--- src/rtl/byte_unstriping.sv ---
// Receive-side lane unstriper: four skewed byte lanes are buffered in per-lane
// FIFOs and re-serialized into one byte stream in strict lane order 0,1,2,3.
module byte_unstriping #(
  parameter int WIDTH = 8,
  parameter int DEPTH = 4
) (
  input  logic             unstripingCLK,
  input  logic             unstripingRST,
  input  logic [WIDTH-1:0] stripedLane0,
  input  logic [WIDTH-1:0] stripedLane1,
  input  logic [WIDTH-1:0] stripedLane2,
  input  logic [WIDTH-1:0] stripedLane3,
  input  logic [3:0]       stripedVLD,
  output logic [3:0]       laneFull,
  output logic [WIDTH-1:0] byteUnstripingOUT,
  output logic             byteUnstripingVLD,
  output logic [3:0]       overflowErr
);

  localparam int AW = (DEPTH > 1) ? $clog2(DEPTH) : 1;
  localparam int CW = AW + 1;
  localparam logic [CW-1:0] FULL_CNT = CW'(DEPTH);

  logic [WIDTH-1:0] mem_q [4][DEPTH];
  logic [AW-1:0]    wr_ptr_q [4];
  logic [AW-1:0]    wr_ptr_d [4];
  logic [AW-1:0]    rd_ptr_q [4];
  logic [AW-1:0]    rd_ptr_d [4];
  logic [CW-1:0]    count_q  [4];
  logic [CW-1:0]    count_d  [4];
  logic [1:0]       lane_ptr_q, lane_ptr_d;
  logic [WIDTH-1:0] out_q, out_d;
  logic             vld_q, vld_d;
  logic [3:0]       err_q, err_d;
  logic [3:0]       push_s, pop_s;
  logic [WIDTH-1:0] lane_data_s [4];

  always_comb begin
    lane_data_s[0] = stripedLane0;
    lane_data_s[1] = stripedLane1;
    lane_data_s[2] = stripedLane2;
    lane_data_s[3] = stripedLane3;
  end

  // Pop is decided first so a full lane may accept a push in the cycle it is drained.
  always_comb begin
    wr_ptr_d   = wr_ptr_q;
    rd_ptr_d   = rd_ptr_q;
    count_d    = count_q;
    lane_ptr_d = lane_ptr_q;
    out_d      = out_q;
    vld_d      = 1'b0;
    err_d      = err_q;
    push_s     = 4'b0000;
    pop_s      = 4'b0000;

    if (count_q[lane_ptr_q] != '0) begin
      pop_s[lane_ptr_q] = 1'b1;
      out_d             = mem_q[lane_ptr_q][rd_ptr_q[lane_ptr_q]];
      vld_d             = 1'b1;
      lane_ptr_d        = lane_ptr_q + 2'd1;
    end else begin
      lane_ptr_d = lane_ptr_q;
    end

    for (int i = 0; i < 4; i++) begin
      push_s[i] = stripedVLD[i] && ((count_q[i] != FULL_CNT) || pop_s[i]);
      if (stripedVLD[i] && !push_s[i]) begin
        err_d[i] = 1'b1;
      end else begin
        err_d[i] = err_q[i];
      end
      if (push_s[i]) begin
        wr_ptr_d[i] = wr_ptr_q[i] + AW'(1);
      end else begin
        wr_ptr_d[i] = wr_ptr_q[i];
      end
      if (pop_s[i]) begin
        rd_ptr_d[i] = rd_ptr_q[i] + AW'(1);
      end else begin
        rd_ptr_d[i] = rd_ptr_q[i];
      end
      case ({push_s[i], pop_s[i]})
        2'b10:   count_d[i] = count_q[i] + CW'(1);
        2'b01:   count_d[i] = count_q[i] - CW'(1);
        default: count_d[i] = count_q[i];
      endcase
    end
  end

  always_comb begin
    for (int i = 0; i < 4; i++) begin
      laneFull[i] = (count_q[i] == FULL_CNT);
    end
  end

  always_ff @(posedge unstripingCLK) begin
    if (unstripingRST) begin
      for (int i = 0; i < 4; i++) begin
        wr_ptr_q[i] <= '0;
        rd_ptr_q[i] <= '0;
        count_q[i]  <= '0;
      end
      lane_ptr_q <= 2'd0;
      out_q      <= '0;
      vld_q      <= 1'b0;
      err_q      <= 4'b0000;
    end else begin
      wr_ptr_q   <= wr_ptr_d;
      rd_ptr_q   <= rd_ptr_d;
      count_q    <= count_d;
      lane_ptr_q <= lane_ptr_d;
      out_q      <= out_d;
      vld_q      <= vld_d;
      err_q      <= err_d;
    end
  end

  // Storage needs no reset: entries are only read while the count says they are valid.
  always_ff @(posedge unstripingCLK) begin
    for (int i = 0; i < 4; i++) begin
      if (push_s[i] && !unstripingRST) begin
        mem_q[i][wr_ptr_q[i]] <= lane_data_s[i];
      end
    end
  end

  assign byteUnstripingOUT = out_q;
  assign byteUnstripingVLD = vld_q;
  assign overflowErr       = err_q;

endmodule

--- config.mk ---
export PLATFORM = sky130hd
export DESIGN_NAME = byte_unstriping
export DESIGN_NICKNAME = d
export VERILOG_FILES = /design/src/rtl/byte_unstriping.sv
export SDC_FILE = /design/constraint.sdc
export NUM_CORES = 1
export LEC_CHECK = 0
export BUFFER_PORTS_ARGS = -buffer_cell sky130_fd_sc_hd__buf_2
export CORE_MARGIN = 5
export CORE_UTILIZATION = 60
export DETAILED_ROUTE_END_ITERATION = 10
export PLACE_DENSITY = 0.84
export RECOVER_POWER = 25
export SETUP_SLACK_MARGIN = 0.4
export SLEW_MARGIN = 20
export SYNTH_ARGS = -nofsm -noshare
export SYNTH_HDL_FRONTEND = slang
export SYNTH_SLANG_ARGS = --single-unit
export TNS_END_PERCENT = 5
--- constraint.sdc ---
create_clock -name unstripingCLK -period 4 [get_ports unstripingCLK]
set_clock_uncertainty 0.15 [all_clocks]
set_input_delay 0 -clock unstripingCLK [delete_from_list [all_inputs] [get_ports unstripingCLK]]
set_output_delay 0 -clock unstripingCLK [all_outputs]
set_load 0.005 [all_outputs]
==> flow_summary.rst, run 1 <==
.. list-table::
   :header-rows: 1

   * - Metric
     - Value
   * - Critical path arrival
     - 3.56 ns
   * - Sum of net half-perimeters after detailed placement
     - 13300 um
   * - Fmax
     - between 200 and 300 MHz
   * - CTS Root Buffer Type
     - sky130_fd_sc_hd__clkbuf_16
   * - Number of buffers inserted to repair setup after CTS
     - 0
   * - Vias in the first global route
     - about 5900
   * - Longest Clk Path Bufs
     - 2
   * - Effective utilization at floorplan
     - 0.605
   * - Critical path, cell by cell
     - inv_1 > ha_1 > a21boi_2 > o21ai_4 > ha_1 > inv_1 > fa_1 > xor2_1 > or3_1 > a21oi_1
   * - Total power divided by cell area
     - between 600 and 700 nW/um2
   * - I/O pin cnt
     - 55
   * - Filler cells
     - ~860
   * - Slowest stage cell, crit path
     - sky130_fd_sc_hd__dfxtp_1
   * - Overflow left after global routing
     - 0
   * - Max incr delay on CP
     - 0.78 ns
   * - Number of diodes added for antenna fixing
     - 0
   * - Worst path top cell family by delay
     - adder cells
   * - Post-synthesis area per instance
     - between 10 and 15 um2
   * - Unrepaired setup endpoints after global routing
     - false
   * - Cell area after placement
     - 8450 um2
   * - Gate count after technology mapping
     - about 630
   * - Core Footprint
     - 13100 um2
   * - Mapped Nets
     - a little under 700
   * - Post-synthesis to final-layout area growth
     - 18.2%
   * - Reg-to-reg endpoint
     - count_q[11]
   * - Chip Width
     - about 120 um
   * - WP buf/inv
     - 2
   * - Synthesis-stage register bit count
     - ~170
   * - Number of buffers added by the clock tree synthesis step
     - 17
   * - Pleak
     - 3.36 nW
   * - Crit share post-route
     - 0.839
   * - Routed vias
     - ~5600
   * - Most common cell after layout, fill and taps aside
     - sky130_fd_sc_hd__edfxtp_1
   * - Post-route ant nets
     - 0
   * - Final Hold Fails
     - 0
   * - Data required time of the worst path
     - about 4.2 ns
   * - Final Power
     - around 5.6 mW
   * - Number of pins exceeding their max-slew limit in the final report
     - 0
   * - Max rail drop VDD
     - 0.441 mV
   * - Maximum fanout along the worst path
     - 18
   * - Hold path start
     - stripedLane1[4]
   * - Reg2Reg Setup Slack
     - roughly 0.64 ns
   * - Kind of critical path
     - flop to flop
   * - Die Height
     - roughly 120 um
   * - Number of distinct standard cells referenced by the synthesized netlist
     - 56
   * - Measured slew at the worst slew-check pin
     - 0.809 ns
   * - Clock-pin slew on the worst setup and hold paths
     - roughly 0.070 ns
   * - DRC marker count from the first detailed-route iteration
     - approximately 540
   * - Routed wire length
     - about 19000 um
   * - Path category of the worst min-delay check
     - input pin to flop
   * - Top_reg_cell synth
     - sky130_fd_sc_hd__edfxtp_1
   * - Pin count of the biggest net entering global routing
     - 34
   * - Worst-case reg-to-reg path depth
     - 10
   * - Setup TNS
     - 0 ns
   * - Clk_lat worst skew
     - between 0.4 and 0.5 ns
   * - Max Cap Violations
     - 0
   * - Fraction of registers with async set/reset
     - 0
   * - Drc violations
     - 0
   * - Non-filler instance count after layout
     - approximately 900
   * - Beginning of the worst register-to-register path
     - lane_ptr_q[1]
   * - Result of the run
     - finished clean
   * - Final critical-path required period
     - 3.36 ns
   * - Warning count from the yosys run
     - 0
   * - Hold Path Cell Cnt
     - 2
   * - Die footprint
     - around 16000 um2
   * - Synth area leaders
     - sky130_fd_sc_hd__edfxtp_1 (49%), sky130_fd_sc_hd__dfxtp_1 (11%), sky130_fd_sc_hd__mux4_2 (4.3%)
   * - Final GP Congestion
     - ~0.94
   * - Pre-antenna DRT Iters
     - 5
   * - Fraction of the yosys area taken by sequential cells
     - 0.599
   * - Crit start category
     - flop
   * - H-tree levels
     - 4
   * - Fraction of final layout cells with drive strength greater than 1
     - 0.183
   * - Global-route usage over all layers
     - 0.250
   * - Sink Count
     - 173
   * - Top library cells by usage in the layout, fill and taps aside
     - sky130_fd_sc_hd__edfxtp_1 (128), sky130_fd_sc_hd__nor2_1 (65), sky130_fd_sc_hd__nand2_1 (59)
   * - Portion of synthesized cell area occupied by the leading cell type
     - 0.485
   * - Destination of the worst hold path
     - mem_q[1][12]
   * - Total standard cell area after synthesis
     - 7920 um2
   * - Via density per instance
     - between 6 and 7
   * - Quantity of I/O buffers inserted on ports
     - 54
   * - Number of nets in the layout
     - 795
   * - Number of enable-type register cells in the synthesized netlist
     - 128
   * - Dominant cell type by area after synthesis
     - sky130_fd_sc_hd__edfxtp_1
   * - Final count of negative-setup-slack endpoints
     - 0
   * - Placement Rows
     - 42
   * - Global-route wire length before repair
     - 30200 um
   * - Crit path capture type
     - flop
   * - Total instance count after detailed placement
     - 850
   * - Clock tree from TritonCTS
     - built
   * - Post-route cell area
     - 9370 um2
   * - Post-detailed-route wirelength per cell
     - between 20 and 25 um
   * - Slew Limit Headroom
     - 0.459
   * - Number of antenna violations at the first check in global routing
     - 0
## timing repair
| action | in CTS | in global routing |
|---|---|---|
| hold endpoints to repair | 152 | 0 |
| hold buffers | 37 | 0 |
| endpoints found under the setup margin | 0 | 2 |
| gates resized for setup | 0 | 2 |
## cell type report
| class | instances | area [um2] | area share |
|---|---|---|---|
| clock inverters | 15 | 140 | 0.0150 |
| clock buffers | 17 | 425 | 0.0454 |
| multi-input cells | 401 | 2970 | 0.317 |
| flip-flops and latches | 173 | 4750 | 0.507 |
| inverters | 25 | 93.8 | 0.0100 |
| well taps | 176 | 220 | 0.0235 |
| repair buffers | 112 | 772 | 0.0824 |
## flip-flops by register name (all words and copies together), names as in the netlist, named ones only
name               count
byteUnstripingOUT      8
wr_ptr_q               8
rd_ptr_q               8
count_q               12
lane_ptr_q             2
overflowErr            4
mem_q                128
byteUnstripingVLD      1
## logic make-up (layout without fill, tap and decap cells)
| family | after synthesis | count (layout) | share of synthesized area |
|---|---|---|---|
| and+or+nand+nor | 225 | 225 | 0.138 |
| muxes | 49 | 49 | 0.0903 |
| adders and majority gates | 27 | 27 | 0.0464 |
| DFF | 173 | 173 | 0.599 |
| buffers and inverters | 53 | 169 | 0.0278 |
| AOI/OAI and AO/OA | 79 | 79 | 0.0749 |
| xor gates and xnor gates | 21 | 21 | 0.0232 |
## through the flow
stage	utilization	hold WS, ns	setup slack (ns)
2_1_floorplan	-	-0.0511	1.09
3_3_place_gp	0.646	0.0775	0.712
3_5_place_dp	0.646	0.0856	0.431
4_1_cts	0.717	0.177	0.422
5_1_grt	0.716	0.218	0.464
6_report	0.716	0.204	0.644
## power breakdown
| group | leakage, nW | total [mW] | internal, mW | switching [mW] |
|---|---|---|---|---|
| sequential | 1.53 | 2.28 | 2.10 | 0.181 |
| combinational | 1.56 | 1.78 | 0.718 | 1.06 |
| clock | 0.270 | 1.57 | 0.866 | 0.709 |
## Yosys cell counts, types with 13 or more instances
master	count
sky130_fd_sc_hd__mux2i_1	16
sky130_fd_sc_hd__nor2_1	65
sky130_fd_sc_hd__mux2_2	17
sky130_fd_sc_hd__dfxtp_1	45
sky130_fd_sc_hd__clkbuf_1	13
sky130_fd_sc_hd__o21ai_0	16
sky130_fd_sc_hd__edfxtp_1	128
sky130_fd_sc_hd__ha_1	23
sky130_fd_sc_hd__nand2_1	59
sky130_fd_sc_hd__nand3_1	27
sky130_fd_sc_hd__nor3_1	25
sky130_fd_sc_hd__mux4_2	15
sky130_fd_sc_hd__inv_1	25
sky130_fd_sc_hd__a21oi_1	14
## how the worst max path moves through the flow
stage	startpoint	end	slack [ns]	cells after the start
floorplan	lane_ptr_q[0]	count_q[11]	1.09	11
global placement	lane_ptr_q[0]	count_q[11]	0.71	10
detailed placement	lane_ptr_q[0]	count_q[2]	0.43	10
CTS	lane_ptr_q[0]	count_q[2]	0.42	10
global route	lane_ptr_q[0]	count_q[2]	0.46	10
finish	lane_ptr_q[1]	count_q[11]	0.64	10
## layer usage
metal | wire length (um) | part of all wire | GRT usage | vias up
li1 | - | - | - | 2526
met1 | 6900 | 0.36 | 0.290 | 2718
met2 | 9820 | 0.51 | 0.433 | 330
met3 | 1470 | 0.077 | 0.0575 | 67
met4 | 891 | 0.047 | 0.133 | 0
met5 | 0 | 0 | 0 | -
No activity file was read; power rests on OpenSTA's default activity.
==> run 2, diff against run 1 <==
==> constraint.sdc (replaced) <==
create_clock -name unstripingCLK -period 3.2 [get_ports unstripingCLK]
set_clock_uncertainty 0.15 [all_clocks]
set_input_delay 0 -clock unstripingCLK [delete_from_list [all_inputs] [get_ports unstripingCLK]]
set_output_delay 0 -clock unstripingCLK [all_outputs]
set_load 0.005 [all_outputs]
==> run 2 against run 1 <==
Hold slack got worse by 0.16 ns; fmax up 18%; setup slack got worse by 0.28 ns; highest routed layer unchanged; critical path type unchanged; first-iteration DRC count up 44%; global-route usage grew 0.52 points; sequential power grew 27%; register-to-register slack worse by 0.28 ns; die area unchanged; utilization up 1.5 points; cell count rose by 1.2%; non-clock buffer count increased by 12; total power grew 30%.
==> flow_summary.rst, run 2 (same netlist as run 1, synthesis figures left out) <==
.. list-table::
   :header-rows: 1

   * - Metric
     - Value
   * - Clock-pin slew on the worst setup and hold paths
     - 0.06 ns (was 0.07 ns)
   * - Clk_lat worst skew
     - 0.43 ns (was 0.44 ns)
   * - Sum of net half-perimeters after detailed placement
     - 13400 um (was 13300 um)
   * - Final count of negative-setup-slack endpoints
     - 0 (unchanged)
   * - Total power divided by cell area
     - 765 nW/um2 (was 602 nW/um2)
   * - I/O pin cnt
     - 55 (unchanged)
   * - Effective utilization at floorplan
     - 0.605 (unchanged)
   * - Global-route wire length before repair
     - 30800 um (was 30200 um)
   * - Chip Width
     - 125 um (unchanged)
   * - Top library cells by usage in the layout, fill and taps aside
     - sky130_fd_sc_hd__edfxtp_1 (128), sky130_fd_sc_hd__nor2_1 (65), sky130_fd_sc_hd__nand2_1 (59) (unchanged)
   * - Die footprint
     - 15600 um2 (unchanged)
   * - Max reg flops
     - 128 (unchanged)
   * - Wire length on met3
     - 1690 um (was 1470 um)
   * - Maximum fanout along the worst path
     - 7 (was 18)
   * - Hold path start
     - unstripingRST (was stripedLane1[4])
   * - Path category of the worst min-delay check
     - input pin to flop (unchanged)
   * - Routed wire length
     - 19700 um (was 19100 um)
   * - Overflow left after global routing
     - 0 (unchanged)
   * - Placement Rows
     - 42 (unchanged)
   * - Number of nets in the layout
     - 807 (was 795)
   * - Number of antenna violations at the first check in global routing
     - 0 (unchanged)
   * - Drc violations
     - 0 (unchanged)
   * - Post-detailed-route wirelength per cell
     - 21.2 um (was 20.8 um)
   * - Met2 layer wire length in the routed design
     - 10000 um (was 9820 um)
   * - Beginning of the worst register-to-register path
     - count_q[8] (was lane_ptr_q[1])
   * - Result of the run
     - finished clean (unchanged)
   * - Max rail drop VDD
     - 0.753 mV (was 0.441 mV)
   * - Data required time of the worst path
     - 3.40 ns (was 4.20 ns)
   * - Max Cap Violations
     - 0 (unchanged)
   * - Reg2Reg Setup Slack
     - 0.36 ns (was 0.64 ns)
   * - Hold Path Cell Cnt
     - 2 (unchanged)
   * - CTS Root Buffer Type
     - sky130_fd_sc_hd__clkbuf_16 (unchanged)
   * - Reg-to-reg endpoint
     - count_q[8] (was count_q[11])
   * - Sink Count
     - 173 (unchanged)
   * - Most common cell after layout, fill and taps aside
     - sky130_fd_sc_hd__edfxtp_1 (unchanged)
   * - Final Hold Fails
     - 0 (unchanged)
   * - Final Power
     - 7.32 mW (was 5.64 mW)
   * - Final Util
     - 0.731 (was 0.716)
   * - Crit path capture type
     - flop (unchanged)
   * - Longest Clk Path Bufs
     - 2 (unchanged)
   * - Fraction of final layout cells with drive strength greater than 1
     - 0.208 (was 0.183)
   * - Routed vias
     - 5693 (was 5641)
   * - Critical path arrival
     - 3.04 ns (was 3.56 ns)
   * - Final critical-path required period
     - 2.84 ns (was 3.36 ns)
   * - Highest routed metal layer
     - met4 (unchanged)
   * - Post-Route M1 WL
     - 6820 um (was 6900 um)
   * - Core Footprint
     - 13100 um2 (unchanged)
   * - Setup TNS
     - 0 ns (unchanged)
   * - Via density per instance
     - 6.12 (was 6.14)
   * - Crit start category
     - flop (unchanged)
   * - Quantity of I/O buffers inserted on ports
     - 54 (unchanged)
   * - Number of pins exceeding their max-slew limit in the final report
     - 0 (unchanged)
   * - Pin count of the biggest net entering global routing
     - 53 (was 34)
   * - Die Height
     - 125 um (unchanged)
   * - Kind of critical path
     - flop to flop (unchanged)
   * - Crit share post-route
     - 0.887 (was 0.839)
   * - Measured slew at the worst slew-check pin
     - 0.979 ns (was 0.809 ns)
   * - H-tree levels
     - 4 (unchanged)
   * - Number of diodes added for antenna fixing
     - 0 (unchanged)
   * - Clock tree from TritonCTS
     - built (unchanged)
   * - Number of buffers added by the clock tree synthesis step
     - 17 (unchanged)
   * - Unrepaired setup endpoints after global routing
     - true (was false)
   * - Post-synthesis to final-layout area growth
     - 20.7% (was 18.2%)
   * - DRC marker count from the first detailed-route iteration
     - 773 (was 536)
   * - Worst-case reg-to-reg path depth
     - 9 (was 10)
   * - Pleak
     - 3.44 nW (was 3.36 nW)
   * - Global-route usage over all layers
     - 0.255 (was 0.250)
   * - Vias in the first global route
     - 5857 (was 5850)
   * - Final GP Congestion
     - 0.888 (was 0.944)
   * - Destination of the worst hold path
     - wr_ptr_q[1] (was mem_q[1][12])
   * - Slew Limit Headroom
     - 0.348 (was 0.459)
   * - Post-route ant nets
     - 0 (unchanged)
   * - Fmax
     - 352 MHz (was 298 MHz)
   * - Pre-antenna DRT Iters
     - 6 (was 5)
==> run 2: cell count changes in the layout (fill, tap and decap cells not counted), sizes merged <==
cell	before	now
clkbuf	38	44
clkinvlp	2	3
bufinv	1	2
clkinv	8	4
inv	29	24
buf	54	67
dlygate4sd3	37	36
==> run 2: power by group <==
| part | total (mW) | internal, mW | switching (mW) |
|---|---|---|---|
| clock | 1.97 | 1.18 | 0.793 |
| sequential | 2.89 | 2.64 | 0.256 |
| combinational | 2.45 | 1.06 | 1.40 |
| total | 7.32 | 4.87 | 2.45 |
==> run 2: repair_timing <==
action / 4_1_cts / 5_1_grt
cloned: 0 / 0
pin swaps: 2 / 2
setup endpoints to repair: 6 / 20
hold buffers: 36 / 0
gates resized for setup: 10 / 7
buffers inserted: 4 / 5
hold endpoints to repair: 145 / 0
==> run 2: final cells by class <==
type / count / area, um2
inverters: 25 / 97.6
clock inverters: 8 / 93.8
repair buffers: 124 / 867
fillers: 835 / 3530
multi-input cells: 401 / 3060
clock buffers: 23 / 468
well taps: 176 / 220
flip-flops and latches: 173 / 4750
==> run 2: stage by stage <==
stage	instance area [um2]	cells	hold WS (ns)	setup slack, ns
floorplan	7950	627	-0.0511	0.386
global placement	8500	854	0.0761	0.380
detailed placement	8500	854	0.0785	0.208
CTS	9500	925	0.0340	0.380
global route	9560	930	0.103	0.276
finish	9560	930	0.0419	0.361
==> run 2: how the worst max path moves through the flow <==
| stage | from | to | slack (ns) | cells after the start |
|---|---|---|---|---|
| 6_report | count_q[8] | count_q[8] | 0.36 | 9 |
| 3_5_place_dp | count_q[6] | count_q[8] | 0.21 | 9 |
| 4_1_cts | lane_ptr_q[0] | count_q[2] | 0.38 | 10 |
| 3_3_place_gp | count_q[6] | count_q[8] | 0.38 | 9 |
| 5_1_grt | count_q[8] | count_q[8] | 0.28 | 9 |
| 2_1_floorplan | lane_ptr_q[0] | count_q[2] | 0.39 | 11 |
==> run 2: worst max-delay path, cell delays in order, from the launching register on <==
cell                       delay, ns
sky130_fd_sc_hd__dfxtp_1        0.43
sky130_fd_sc_hd__nor4b_4        0.09
sky130_fd_sc_hd__or3_4          0.42
sky130_fd_sc_hd__a21boi_4       0.26
sky130_fd_sc_hd__o21ai_4        0.14
sky130_fd_sc_hd__ha_2           0.23
sky130_fd_sc_hd__fa_1           0.39
sky130_fd_sc_hd__xnor2_1        0.16
sky130_fd_sc_hd__or3_1          0.34
sky130_fd_sc_hd__a21oi_2        0.16
==> run 2: metal layers <==
metal / vias to the layer above / GRT usage
li1: 2544 / -
met1: 2709 / 0.292
met2: 354 / 0.440
met3: 86 / 0.0536
met4: 0 / 0.159
met5: - / 0
